==> src/rtl/if_stage_redirect.sv <==
// Fetch-stage PC/redirect unit: owns the PC, issues instruction fetches, fills IF/ID,
// and squashes/drains wrong-path fetches when ID resolves a taken branch.
module if_stage_redirect #(
    parameter logic [31:0] RESET_PC = 32'h0000_0000,
    parameter int unsigned PC_STEP  = 4
) (
    input  logic        clk,
    input  logic        rst,
    input  logic        freeze,
    input  logic        branch_taken,
    input  logic [31:0] br_target,
    output logic        imem_req,
    output logic [31:0] imem_addr,
    input  logic        imem_ready,
    input  logic [31:0] imem_rdata,
    output logic [31:0] if_id_pc,
    output logic [31:0] if_id_instr,
    output logic        if_id_valid,
    output logic [1:0]  dbg_state
);
    // Memory handshake: a fetch completes in any cycle where imem_req=1 and imem_ready=1
    // (ready may already be high in the request cycle); imem_addr is held until then.
    typedef enum logic [1:0] {
        FETCH = 2'd0,
        HOLD  = 2'd1,
        DRAIN = 2'd2
    } state_e;

    localparam logic [31:0] STEP = 32'(PC_STEP);

    state_e      state_q, state_d;
    logic [31:0] pc_q, pc_d;
    logic [31:0] tgt_q, tgt_d;
    logic [31:0] buf_pc_q, buf_pc_d;
    logic [31:0] buf_instr_q, buf_instr_d;
    logic [31:0] ifid_pc_q, ifid_pc_d;
    logic [31:0] ifid_instr_q, ifid_instr_d;
    logic        ifid_valid_q, ifid_valid_d;
    logic        accept;
    logic [31:0] pc_inc;

    assign accept = branch_taken & ~freeze;
    assign pc_inc = pc_q + STEP;

    always_ff @(posedge clk or posedge rst) begin
        if (rst) begin
            state_q      <= FETCH;
            pc_q         <= RESET_PC;
            tgt_q        <= 32'h0;
            buf_pc_q     <= 32'h0;
            buf_instr_q  <= 32'h0;
            ifid_pc_q    <= 32'h0;
            ifid_instr_q <= 32'h0;
            ifid_valid_q <= 1'b0;
        end else begin
            state_q      <= state_d;
            pc_q         <= pc_d;
            tgt_q        <= tgt_d;
            buf_pc_q     <= buf_pc_d;
            buf_instr_q  <= buf_instr_d;
            ifid_pc_q    <= ifid_pc_d;
            ifid_instr_q <= ifid_instr_d;
            ifid_valid_q <= ifid_valid_d;
        end
    end

    // A bubble keeps the last if_id_pc; only instr/valid are forced to NOP/0.
    always_comb begin
        state_d      = state_q;
        pc_d         = pc_q;
        tgt_d        = tgt_q;
        buf_pc_d     = buf_pc_q;
        buf_instr_d  = buf_instr_q;
        ifid_pc_d    = ifid_pc_q;
        ifid_instr_d = ifid_instr_q;
        ifid_valid_d = ifid_valid_q;
        case (state_q)
            FETCH: begin
                if (accept) begin
                    ifid_instr_d = 32'h0;
                    ifid_valid_d = 1'b0;
                    if (imem_ready) begin
                        pc_d = br_target;
                    end else begin
                        tgt_d   = br_target;
                        state_d = DRAIN;
                    end
                end else if (imem_ready) begin
                    pc_d = pc_inc;
                    if (!freeze) begin
                        ifid_pc_d    = pc_inc;
                        ifid_instr_d = imem_rdata;
                        ifid_valid_d = 1'b1;
                    end else begin
                        buf_pc_d    = pc_inc;
                        buf_instr_d = imem_rdata;
                        state_d     = HOLD;
                    end
                end else if (!freeze) begin
                    ifid_instr_d = 32'h0;
                    ifid_valid_d = 1'b0;
                end
            end
            HOLD: begin
                if (accept) begin
                    pc_d         = br_target;
                    ifid_instr_d = 32'h0;
                    ifid_valid_d = 1'b0;
                    state_d      = FETCH;
                end else if (!freeze) begin
                    ifid_pc_d    = buf_pc_q;
                    ifid_instr_d = buf_instr_q;
                    ifid_valid_d = 1'b1;
                    state_d      = FETCH;
                end
            end
            DRAIN: begin
                if (imem_ready) begin
                    pc_d    = tgt_q;
                    state_d = FETCH;
                end
                if (!freeze) begin
                    ifid_instr_d = 32'h0;
                    ifid_valid_d = 1'b0;
                end
            end
            default: state_d = FETCH;
        endcase
    end

    assign imem_req    = (state_q != HOLD);
    assign imem_addr   = pc_q;
    assign if_id_pc    = ifid_pc_q;
    assign if_id_instr = ifid_instr_q;
    assign if_id_valid = ifid_valid_q;
    assign dbg_state   = state_q;
endmodule

==> config.mk <==
export PLATFORM = sky130hd
export DESIGN_NAME = if_stage_redirect
export DESIGN_NICKNAME = d
export VERILOG_FILES = /design/src/rtl/if_stage_redirect.sv
export SDC_FILE = /design/constraint.sdc
export NUM_CORES = 1
export LEC_CHECK = 0
export CAP_MARGIN = 10
export CORE_MARGIN = 1.5
export CORE_UTILIZATION = 43
export DETAILED_ROUTE_END_ITERATION = 8
export PLACE_DENSITY = 0.67
export SLEW_MARGIN = 20
export SYNTH_ARGS = -nofsm -noshare
export SYNTH_HDL_FRONTEND = slang
export SYNTH_SLANG_ARGS = --single-unit
==> constraint.sdc <==
create_clock -name clk -period 6 [get_ports clk]
set_input_delay 1.2 -clock clk [delete_from_list [all_inputs] [get_ports clk]]
set_output_delay 1.2 -clock clk [all_outputs]
set_load 0.01 [all_outputs]
==> Word-level counts from Yosys, hierarchy flattened <==
Index checks and enable logic that the tools add are counted.
{ "word_totals": {"ff_bits": 195, "inputBits": 69, "out_inout_bits": 100, "wordCells": 70} }
{ "classes": {"add_sub_neg": 1, "n_eq_ne": 15, "mux": 33, "n_bitwise": 4, "n_reduce_logical": 9} }
{ "op_table": {"columns": ["op", "count"], "rows": [
  ["$mux 32", 16],
  ["$pmux 32 s3", 2],
  ["$pmux 32 s2", 1],
  ["$add 32x3->32 const B", 1],
  ["$mux 2", 7],
  ["$ne 2x2->1 const B", 7],
  ["$ne 3x3->1 const B", 4],
  ["$reduce_and 4->1", 2],
  ["$pmux 2 s3", 1],
  ["$reduce_and 3->1", 2],
  ["$reduce_and 6->1", 1],
  ["$mux 1", 5],
  ["$reduce_and 5->1", 1],
  ["$ne 4x4->1 const B", 1],
  ["$not 1->1", 3],
  ["$pmux 1 s3", 1],
  ["$reduce_bool 3->1", 1],
  ["$eq 2x1->1 const B", 1],
  ["$eq 2x2->1 const B", 1],
  ["$logic_not 2->1", 1],
  ["$ne 2x1->1 const B", 1],
  ["$reduce_bool 2->1", 1],
  ["$and 1x1->1", 1]
]} }

==> Longest topological paths before layout <==
Gate-level depths: netlist of run 1.
{ "logic_depth": {"depth_word": 5, "mapped_depth": 9, "ltp_nobuf": 7} }

==> Worst setup path after synthesis of run 1 <==
No wires, ideal clock.
{ "synth_path": {"kind": "input to register", "from": "input freeze", "to": "register tgt_q[0]", "setup_ps": 125, "t_arrival_ps": 2617, "required_time_ps": 5875, "setup_slack_ps": 3258, "stages": 6, "n_path_buf": 2, "path_cell_list": "clkbuf_1 -> nor2b_1 -> nand2_1 -> nor2_1 -> clkbuf_1 -> mux2_2"} }
{ "synth_between": {"elab_chain_cells": 3} }
{ "synth_lines": {"columns": ["element", "line_no", "text"], "rows": [
  ["start, declared", "9", "input logic freeze,"],
  ["$not 1->1", "42", "assign accept = branch_taken & ~freeze;"],
  ["$and 1x1->1", "42", null],
  ["$reduce_and 3->1 (no line)", null, null],
  ["end signal, assigned", "58", "tgt_q <= tgt_d;"],
  ["end, declared", "33", "logic [31:0] tgt_q, tgt_d;"]
]} }
No other way between the ends.
A chain may end at the register's enable or synchronous reset.

==> Final worst setup path of run 1 <==
{ "layout_path": {"from": "input freeze", "to": "register ifid_instr_q[16] (netlist: if_id_instr[16])"} }
{ "layout_between": {"elab_chain_cells": 4, "elab_cells_between_ends": 10} }
{ "layout_lines": {"columns": ["element", "line_no", "text"], "rows": [
  ["$mux 32 / $not 1->1 (equally long branches)", null, null],
  ["$mux 32 / $and 1x1->1 (equally long branches)", null, null],
  ["$mux 32 (tied with other cells)", "79", "if (accept) begin"],
  ["$pmux 32 s3 / $reduce_and 3->1 (equally long branches)", null, null],
  ["end signal, assigned", "62", "ifid_instr_q <= ifid_instr_d;"],
  ["end, declared", "37", "logic [31:0] ifid_instr_q, ifid_instr_d;"]
]} }
Several ways; a longest one is shown, not always the timed one.

==> impl_metrics.tcl, run 1 <==
set metrics [dict create \
    status "completed" \
    drive_gt1_share_pct 12.6 \
    seq_area_frac_synth_pct 51.2 \
    final-max-slew-violation-count 0 \
    cts_tree "done" \
    ctsHtreeMaxLevel 4 \
    synthesis.area_sq_um 9520 \
    slew_headroom_pct 30.4 \
    seq_power_share_pct 37.7 \
    pwr-share-clk_pct 18.8 \
    detail_route.drc_violations 0 \
    area_added_between_synthesis_and_finish_pct 26.1 \
    synth_flop_cell "sky130_fd_sc_hd__dfrtp_1" \
    critPathMaxFanout 33 \
    post_cts.resized_instances 0 \
    initial_core_utilization_pct 43.8 \
    floorplan.io_pins 169 \
    synthDominantCellAreaShare_pct 51.2 \
    r2r_start "dbg_state[1]" \
    clock_sinks 195 \
    first_iter_violations 690 \
    combinationalPowerShare_pct 43.4 \
    setup.worst_path.class "input pin to flip-flop" \
    rr_endpoint "if_id_instr[16]" \
    syn_area_per_cell_sq_um 9.95 \
    cts_setup_buffers 0 \
    track_usage_pct 22.1 \
    timing.critical_path.from "freeze" \
    synth_cells 957 \
    r2r_slack_ns 2.52 \
    leakagePower_nw 4.89 \
    ff2ff_path_depth 8 \
    synth_warn 0 \
    via_per_inst 5.70 \
    floorplan.die.width_microns 152 \
    antenna_cells_inserted 0 \
    critical_path.startpoint_type "input pin" \
    timing.final.setup_violations 0 \
    routed_wl_mm 25.3 \
    powerDensity_nw_per_um2 521 \
    std_cell_core_area_sq_um 21800 \
    holdCritPathClass "flip-flop to flip-flop" \
    final_core_utilization_pct 55.2 \
    max-vdd-ir-drop_v 0.000302 \
    period_share_pct 58.0 \
    hpwl_mm 16.7 \
    rsz_0062_raised_after_global_routing "no" \
    tightest_slew_ns 1.04 \
    async_set_reset_flop_share_out_of_synthesis_pct 100 \
    gpl.final_weighted_congestion 0.862 \
    final_period_minus_worst_setup_slack_ns 3.48 \
    numPortBuffers 168 \
    largest_net_degree_at_the_start_of_global_routing 170 \
    clk_pin_slew_ns 0.08 \
    core.rowCount 54 \
    crit_path_end "if_id_instr[16]" \
    die_h_microns 152 \
    yosysMostFrequentCell "sky130_fd_sc_hd__dfrtp_1" \
    fmax_mhz 287 \
    maximum_number_of_buffers_from_clock_root_to_sink 2 \
    detail-route-antenna-nets 0 \
    switchingPower_mw 2.52 \
    layout.nets 1149 \
    cellInternalPower_mw 3.74 \
    detail_route.wl_per_cell_microns 18.5 \
    vias_in_the_first_global_route 7298 \
    synth_top_cells_by_area "sky130_fd_sc_hd__dfrtp_1 51%, sky130_fd_sc_hd__mux2_2 8.5%, sky130_fd_sc_hd__o21ai_0 6.1%" \
    clock_latency_ns 0.45 \
    numCtsBuffers 17 \
    cts-hold-fix-buffers 0 \
    crit_path_end_kind "flip-flop" \
    synthDominantAreaCellType "sky130_fd_sc_hd__dfrtp_1" \
    clock_tree.root_cell "sky130_fd_sc_hd__clkbuf_16" \
    antenna_found_initial 0 \
    number_of_synthesized_register_bits 195 \
    dr.pass1.iters 5 \
    die-area_sq_um 23000 \
    unique_cell_type_count_in_the_yosys_netlist 57 \
    synth_top_cells_by_count "195 x sky130_fd_sc_hd__dfrtp_1, 129 x sky130_fd_sc_hd__nand2_1, 117 x sky130_fd_sc_hd__o21ai_0, 74 x sky130_fd_sc_hd__clkbuf_1, 72 x sky130_fd_sc_hd__mux2_2" \
    clock_skew_ns 0.0159 \
    required_ns 6.34 \
    first_pass_grt_wire_length_mm 41.1 \
    final_hold_viol_count 0 \
    cp_data_arrival_time_ns 3.82 \
    synth-edff-count 0 \
    syn-num-nets 1031 \
    timing.setup.tns_ns 0 \
    number_of_max_cap_violations 0 \
    netSwitchingFraction_pct 40.3 \
    vias 7804 \
    grt-ovfl-total 0 \
]
-- area by class of cell --
cell class / count / area, sq um
Tap cell: 280 / 350
Timing Repair Buffer: 181 / 1800
Clock buffer: 17 / 425
Inverter: 17 / 67.6
Fill cell: 1935 / 9750
Sequential cell: 195 / 4880
Multi-Input combinational cell: 663 / 4290
Clock inverter: 15 / 196
-- layout by cell type, fill, tap and decap left out, types with 12 or more instances in the layout --
master / count
sky130_fd_sc_hd__nor2_1: 33
sky130_fd_sc_hd__clkdlybuf4s50_1: 168
sky130_fd_sc_hd__o21ai_0: 117
sky130_fd_sc_hd__nor3_1: 23
sky130_fd_sc_hd__and3_1: 17
sky130_fd_sc_hd__o2bb2ai_1: 12
sky130_fd_sc_hd__dfrtp_1: 195
sky130_fd_sc_hd__xnor2_1: 17
sky130_fd_sc_hd__mux2_2: 72
sky130_fd_sc_hd__a22o_1: 13
sky130_fd_sc_hd__inv_1: 16
sky130_fd_sc_hd__a21oi_1: 40
sky130_fd_sc_hd__nand2_1: 129
sky130_fd_sc_hd__a22oi_1: 46
sky130_fd_sc_hd__clkbuf_16: 17
sky130_fd_sc_hd__nand3_1: 24
-- power groups by stage --
stage / clock, mW / combinational, mW / sequential (mW)
global route: 1.25 / 2.99 / 2.44
global placement: 0 / 2.65 / 2.36
finish: 1.18 / 2.72 / 2.36
detailed placement: 0 / 2.70 / 2.38
floorplan: 0 / 1.63 / 2.33
CTS: 1.20 / 2.72 / 2.36
-- sequential cells by signal (all words and copies together), names as in the netlist --
name,cells
if_id_valid,1
if_id_pc,32
if_id_instr,32
buf_instr_q,32
tgt_q,32
buf_pc_q,32
imem_addr,32
dbg_state,2
-- metrics by stage --
stage                     instances  setup slack [ns]  total power [mW]  hold slack (ns)  instance area [sq um]
after detailed placement       1335              2.13              5.08            0.465                  11400
after floorplan                 957              2.28              3.96            0.442                   9530
after CTS                      1367              2.53              6.27            0.482                  12000
after global placement         1335              2.16              5.01            0.455                  11400
final                          1368              2.52              6.25            0.481                  12000
after global routing           1368              2.25              6.69            0.505                  12000
-- logic make-up (layout without fill, tap and decap cells) --
logic type | after synthesis | in the layout | share of synthesized area [%]
compound gates | 273 | 273 | 18.1
xor+xnor | 20 | 20 | 1.84
fa+ha+maj | 5 | 5 | 0.657
buf+inv | 99 | 230 | 4.03
flops | 195 | 195 | 51.2
mux | 83 | 83 | 9.67
simple gates | 282 | 282 | 14.5
-- critical path: stages --
cell,delay [ns]
sky130_fd_sc_hd__clkdlybuf4s50_1,0.77
sky130_fd_sc_hd__a21oi_1,0.12
sky130_fd_sc_hd__nand2_1,0.78
sky130_fd_sc_hd__a31o_2,0.68
sky130_fd_sc_hd__nand2_1,0.13
sky130_fd_sc_hd__o21ai_0,0.11
-- metal layers --
layer / vias up / global-route usage, % / wire, microns
li1: 3693 / - / -
met1: 3835 / 34.7 / 12500
met2: 252 / 30.8 / 11100
met3: 24 / 4.45 / 1410
met4: 0 / 5.96 / 335
met5: - / 0 / 0
-- worst min-delay path by stage --
stage	to	from	cells past startpoint
2_1_floorplan	buf_pc_q[12]	buf_pc_q[12]	2
3_3_place_gp	buf_pc_q[12]	buf_pc_q[12]	2
3_5_place_dp	buf_pc_q[18]	buf_pc_q[18]	2
4_1_cts	buf_pc_q[18]	buf_pc_q[18]	2
5_1_grt	if_id_instr[12]	if_id_instr[12]	2
6_report	if_id_pc[16]	if_id_pc[16]	2
(Power assumes the default switching activity.)
==> inputs of run 2 (changes only) <==
==> constraint.sdc (replaced) <==
create_clock -name clk -period 2.9 [get_ports clk]
set_input_delay 0.58 -clock clk [delete_from_list [all_inputs] [get_ports clk]]
set_output_delay 0.58 -clock clk [all_outputs]
set_load 0.01 [all_outputs]
==> run 2 against run 1 <==
Core utilization is 0.96 points higher. Critical endpoint is now imem_req. Critical path type is now flip-flop to output pin. Cell count increased by 1.8%. Global-route usage up 0.39 points. Sequential share of layout area shrank 0.69 points. Worst setup slack worse by 2.1 ns. Non-clock buffer count is 24 higher. Die area unchanged. Hold slack got worse by 0.041 ns. Clock skew down 0.0032 ns. Largest power group unchanged.
==> impl_metrics.tcl, run 2 (synthesis gave the netlist of run 1 again) <==
set metrics [dict create \
    vias_in_the_first_global_route 7290 \
    number_of_max_cap_violations 0 \
    cellInternalPower_mw 7.89 \
    cp_data_arrival_time_ns 1.92 \
    cts-hold-fix-buffers 0 \
    track_usage_pct 22.5 \
    gpl.final_weighted_congestion 0.869 \
    final.setup.worst_slack_ns 0.399 \
    period_share_pct 86.3 \
    powerDensity_nw_per_um2 1070 \
    maximum_number_of_buffers_from_clock_root_to_sink 2 \
    netSwitchingFraction_pct 39.8 \
    layout.filler_cells 1916 \
    floorplan.die.width_microns 152 \
    switchingPower_mw 5.22 \
    floorplan.io_pins 169 \
    clk_pin_slew_ns 0.08 \
    pwr-share-clk_pct 17.8 \
    clock_tree.root_cell "sky130_fd_sc_hd__clkbuf_16" \
    clock_latency_ns 0.44 \
    post-place-ws_ns 0.263 \
    cts_setup_buffers 0 \
    clock_sinks 195 \
    seq_power_share_pct 37.0 \
    combinationalPowerShare_pct 45.2 \
    timing.final.setup_violations 0 \
    final_cell_mix "195 x sky130_fd_sc_hd__dfrtp_1, 168 x sky130_fd_sc_hd__clkdlybuf4s50_1, 129 x sky130_fd_sc_hd__nand2_1, 117 x sky130_fd_sc_hd__o21ai_0, 72 x sky130_fd_sc_hd__mux2_2" \
    fmax_mhz 400 \
    leakagePower_nw 5.01 \
    r2r_slack_ns 0.49 \
    numPortBuffers 168 \
    required_ns 2.32 \
    grt-ovfl-total 0 \
    via_per_inst 5.71 \
    status "completed" \
    path_common_cell "sky130_fd_sc_hd__inv_1" \
    setup.worst_path.class "flip-flop to output pin" \
    max-vdd-ir-drop_v 0.000507 \
    layout.nets 1173 \
    antenna_found_initial 0 \
    antenna_cells_inserted 0 \
    largest_net_degree_at_the_start_of_global_routing 79 \
    crit_path_end_kind "output pin" \
    initial_core_utilization_pct 43.8 \
    area_added_between_synthesis_and_finish_pct 28.3 \
    die_h_microns 152 \
    core.rowCount 54 \
    delay_of_the_slowest_cell_on_the_worst_path_ns 0.50 \
    detail-route-antenna-nets 0 \
    multi_input_area_sq_um 4290 \
    first_pass_grt_wire_length_mm 41.6 \
    final-max-slew-violation-count 0 \
    critical_path.cell_chain "inv_1 > ha_2 > inv_1 > clkdlybuf4s50_1" \
    vias 7944 \
    critical_path.startpoint_type "flip-flop" \
    cts_tree "done" \
    critPathMaxFanout 9 \
    regArea_sq_um 4880 \
    post_cts.resized_instances 0 \
    detail_route.drc_violations 0 \
    power_total_mw 13.1 \
    rsz_0062_raised_after_global_routing "no" \
    dr.pass1.iters 6 \
    holdCritPathClass "input pin to async pin" \
    timing.setup.tns_ns 0 \
    final_hold_viol_count 0 \
    std_cell_core_area_sq_um 21800 \
    drive_gt1_share_pct 14.5 \
    slew_headroom_pct 47.1 \
    clock_skew_ns 0.0127 \
    numCtsBuffers 17 \
    hpwl_mm 17.8 \
    ctsHtreeMaxLevel 4 \
    first_iter_violations 828 \
    layout.cells.most_common "sky130_fd_sc_hd__dfrtp_1" \
    detail_route.wl_per_cell_microns 18.6 \
    tightest_slew_ns 0.790 \
    critPathSlowestCell "sky130_fd_sc_hd__clkdlybuf4s50_1" \
    final_period_minus_worst_setup_slack_ns 2.50 \
    routed_wl_mm 25.9 \
    die-area_sq_um 23000 \
]
[run 2: cell count changes in the layout (fill, tap and decap cells not counted)]
cell | before | now
sky130_fd_sc_hd__clkinvlp_4 | 1 | 3
sky130_fd_sc_hd__inv_12 | 2 | 1
sky130_fd_sc_hd__buf_4 | 11 | 30
sky130_fd_sc_hd__inv_6 | 2 | 1
sky130_fd_sc_hd__clkinv_4 | 1 | 4
sky130_fd_sc_hd__buf_8 | 1 | 0
sky130_fd_sc_hd__clkinv_8 | 5 | 2
sky130_fd_sc_hd__buf_12 | 1 | 7
sky130_fd_sc_hd__nor3_4 | 1 | 0
sky130_fd_sc_hd__nor3_2 | 0 | 1
[run 2: worst max-delay path: cells and delay by family, from the launching register on]
kind / cells / cell delay [ns]
buffers and inverters: 3 / 0.72
adder cells (fa/ha/maj): 1 / 0.32
flip-flops: 1 / 0.45
[run 2: per-stage QoR]
step	hold slack [ns]	util [%]	area (sq um)	cells
after global routing	0.432	56.2	12200	1392
after detailed placement	0.463	53.5	11600	1360
final	0.440	56.2	12200	1392
after CTS	0.431	56.2	12200	1392
after floorplan	0.442	-	9530	957
after global placement	0.454	53.5	11600	1360
[run 2: area by class of cell]
| class | count | share of cell area, % |
|---|---|---|
| Clock buffer | 17 | 3.48 |
| Clock inverter | 15 | 1.34 |
| Inverter | 17 | 0.553 |
| Multi-Input combinational cell | 663 | 35.1 |
| Sequential cell | 195 | 39.9 |
| Tap cell | 280 | 2.87 |
| Timing Repair Buffer | 205 | 16.8 |
[run 2: layer usage]
layer / GRT usage (%) / part of all wire (%) / vias to the layer above
li1: - / - / 3754
met1: 35.1 / 48 / 3867
met2: 32.6 / 44 / 300
met3: 4.02 / 6.5 / 23
met4: 4.81 / 1.1 / 0
met5: 0 / 0 / -
[run 2: power by group through the flow]
| stage | clock [mW] | sequential (mW) | combinational [mW] |
|---|---|---|---|
| after detailed placement | 0 | 4.88 | 5.92 |
| after global placement | 0 | 4.83 | 5.80 |
| after CTS | 2.38 | 4.83 | 5.94 |
| after floorplan | 0 | 4.83 | 3.37 |
| after global routing | 2.50 | 5.01 | 6.49 |
| final | 2.34 | 4.85 | 5.93 |
[run 2: worst paths after layout]
path                       depth (start not counted)              to           from
max                                                4        imem_req   dbg_state[1]
min                                                2     buf_pc_q[2]            rst
max reg2reg                                        5   imem_addr[30]  imem_addr[15]
min reg2reg                                        2    buf_pc_q[18]   buf_pc_q[18]
max in group asynchronous                          3  if_id_instr[7]            rst
min in group clk                                   2    buf_pc_q[18]   buf_pc_q[18]
==> inputs of run 3 (changes only) <==
--- a/config.mk
+++ b/config.mk
@@ -6,6 +6,7 @@
 export NUM_CORES = 1
 export LEC_CHECK = 0
 export CAP_MARGIN = 10
+export CORE_ASPECT_RATIO = 0.5
 export CORE_MARGIN = 1.5
 export CORE_UTILIZATION = 43
 export DETAILED_ROUTE_END_ITERATION = 8
==> run 3 against run 2 <==
Core utilization rose by 0.10 points. Clock power barely moved. Combinational power fell by 2%. Flip-flop and latch count did not move. Power fell by 0.80%. Via count rose by 0.79%. Die area rose by 0.24%. Clock skew fell by 0.0035 ns. Critical endpoint is now if_id_instr[14]. Largest power group unchanged.
==> impl_metrics.tcl, run 3 (synthesis gave the netlist of run 1 again) <==
set metrics [dict create \
    leakagePower_nw 4.99 \
    regArea_sq_um 4880 \
    maximum_number_of_buffers_from_clock_root_to_sink 2 \
    layout.nets 1171 \
    critPathMaxFanout 32 \
    pwr-share-clk_pct 18.0 \
    holdCritPathClass "input pin to async pin" \
    grtUsageMet3_pct 4.79 \
    r2r_start "dbg_state[0]" \
    clock_latency_ns 0.44 \
    core.rowCount 38 \
    first_pass_grt_wire_length_mm 43.2 \
    vias_in_the_first_global_route 7911 \
    clock_sinks 195 \
    antenna_found_initial 3 \
    critical_path.startpoint_type "flip-flop" \
    die_h_microns 108 \
    cellInternalPower_mw 7.90 \
    detail-route-antenna-nets 0 \
    gpl.final_weighted_congestion 0.868 \
    period_share_pct 89.5 \
    timing.setup.tns_ns 0 \
    final-max-slew-violation-count 0 \
    clk_pin_slew_ns 0.08 \
    final.setup.worst_slack_ns 0.306 \
    layout.filler_cells 1868 \
    area_added_between_synthesis_and_finish_pct 28.1 \
    crit_path_end_kind "flip-flop" \
    tightest_slew_ns 0.824 \
    detail_route.wl_per_cell_microns 18.7 \
    required_ns 3.24 \
    floorplan.die.width_microns 213 \
    max-vdd-ir-drop_v 0.000543 \
    vias 8007 \
    fmax_mhz 385 \
    met2_usage_pct 39.7 \
    final_period_minus_worst_setup_slack_ns 2.59 \
    switchingPower_mw 5.11 \
    final_core_utilization_pct 56.3 \
    clock_skew_ns 0.00916 \
    grt-busiest-layer "met2" \
    final_hold_viol_count 0 \
    combinationalPowerShare_pct 44.9 \
    layout.cells.most_common "sky130_fd_sc_hd__dfrtp_1" \
    stdcell_area_sq_um 12200 \
    grt_use_met1_pct 32.3 \
    cp_data_arrival_time_ns 2.94 \
    floorplan.io_pins 169 \
    powerDensity_nw_per_um2 1070 \
    numPortBuffers 168 \
    post-place-cells 1378 \
    hold_slack_ns 0.437 \
    cts_tree "done" \
    numCtsBuffers 17 \
    first_iter_violations 534 \
    slew_headroom_pct 44.9 \
    power_total_mw 13.0 \
    largest_net_degree_at_the_start_of_global_routing 71 \
    number_of_max_cap_violations 0 \
    rsz_0062_raised_after_global_routing "no" \
    seq_power_share_pct 37.1 \
    die-area_sq_um 23100 \
    final_cells 1411 \
    cts-hold-fix-buffers 0 \
    multi_input_area_sq_um 4290 \
    post-place-ws_ns 0.220 \
    ctsHtreeMaxLevel 4 \
    post_cts.resized_instances 0 \
    dr.pass1.iters 5 \
    routed_wl_mm 26.3 \
    timing.final.setup_violations 0 \
    final_cell_mix "195 x sky130_fd_sc_hd__dfrtp_1, 168 x sky130_fd_sc_hd__clkdlybuf4s50_1, 129 x sky130_fd_sc_hd__nand2_1, 117 x sky130_fd_sc_hd__o21ai_0, 72 x sky130_fd_sc_hd__mux2_2" \
    postPlaceCellArea_sq_um 11600 \
    hpwl_mm 18.3 \
    cts_setup_buffers 0 \
    via_per_inst 5.67 \
    clock_tree.root_cell "sky130_fd_sc_hd__clkbuf_16" \
    r2r_slack_ns 0.31 \
    rr_endpoint "if_id_instr[14]" \
    ff2ff_path_depth 7 \
    initial_core_utilization_pct 43.9 \
    grt-ovfl-total 0 \
    status "completed" \
    setup.worst_path.class "flip-flop to flip-flop" \
    netSwitchingFraction_pct 39.3 \
    std_cell_core_area_sq_um 21700 \
    drive_gt1_share_pct 14.2 \
    detail_route.drc_violations 0 \
    track_usage_pct 23.9 \
]
run 3: changes by cell type in the layout (fill, tap and decap cells not counted), sizes merged:
cell      change
clkinvlp      -1
clkinv        -1
diode         +1
bufinv        +1
clkbuf        +1
buf           -2
run 3: worst max path at each step:
stage / from / endpoint / slack (ns) / depth (start not counted)
floorplan: rst / buf_instr_q[0] / -0.20 / 1
global placement: freeze / imem_addr[28] / 0.33 / 7
detailed placement: branch_taken / if_id_instr[14] / 0.22 / 7
CTS: dbg_state[0] / if_id_instr[14] / 0.30 / 7
global route: dbg_state[0] / if_id_instr[7] / 0.18 / 7
finish: dbg_state[0] / if_id_instr[14] / 0.31 / 7
run 3: final cells by class:
cell class	instances	share of cell area (%)
multi-input combinational	663	35.1
inverter	17	0.554
clock buffer	18	3.52
timing repair buffer	203	16.6
sequential	195	40.0
tap	300	3.08
antenna	1	0.0205
clock inverter	14	1.15
run 3: power groups by stage:
stage,sequential (mW),combinational (mW),clock (mW)
3_5_place_dp,4.87,5.86,0
4_1_cts,4.82,5.88,2.40
6_report,4.83,5.83,2.34
3_3_place_gp,4.81,5.72,0
2_1_floorplan,4.83,3.37,0
5_1_grt,5.00,6.43,2.51
run 3: layer usage:
layer	vias to the layer above	wire, microns	part of all wire, %
met5	-	12	0.046
met4	2	384	1.5
met3	35	1370	5.2
met2	237	12800	49
met1	3993	11800	45
li1	3740	-	-
run 3: critical path: stages, from the launching register on:
cell and delay [ns]:
sky130_fd_sc_hd__dfrtp_1 0.45, sky130_fd_sc_hd__inv_1 0.11, sky130_fd_sc_hd__ha_1 0.49, sky130_fd_sc_hd__buf_4 0.27, sky130_fd_sc_hd__nand2b_1 0.21, sky130_fd_sc_hd__a31o_2 0.67
sky130_fd_sc_hd__nand2_1 0.14, sky130_fd_sc_hd__o21ai_0 0.13
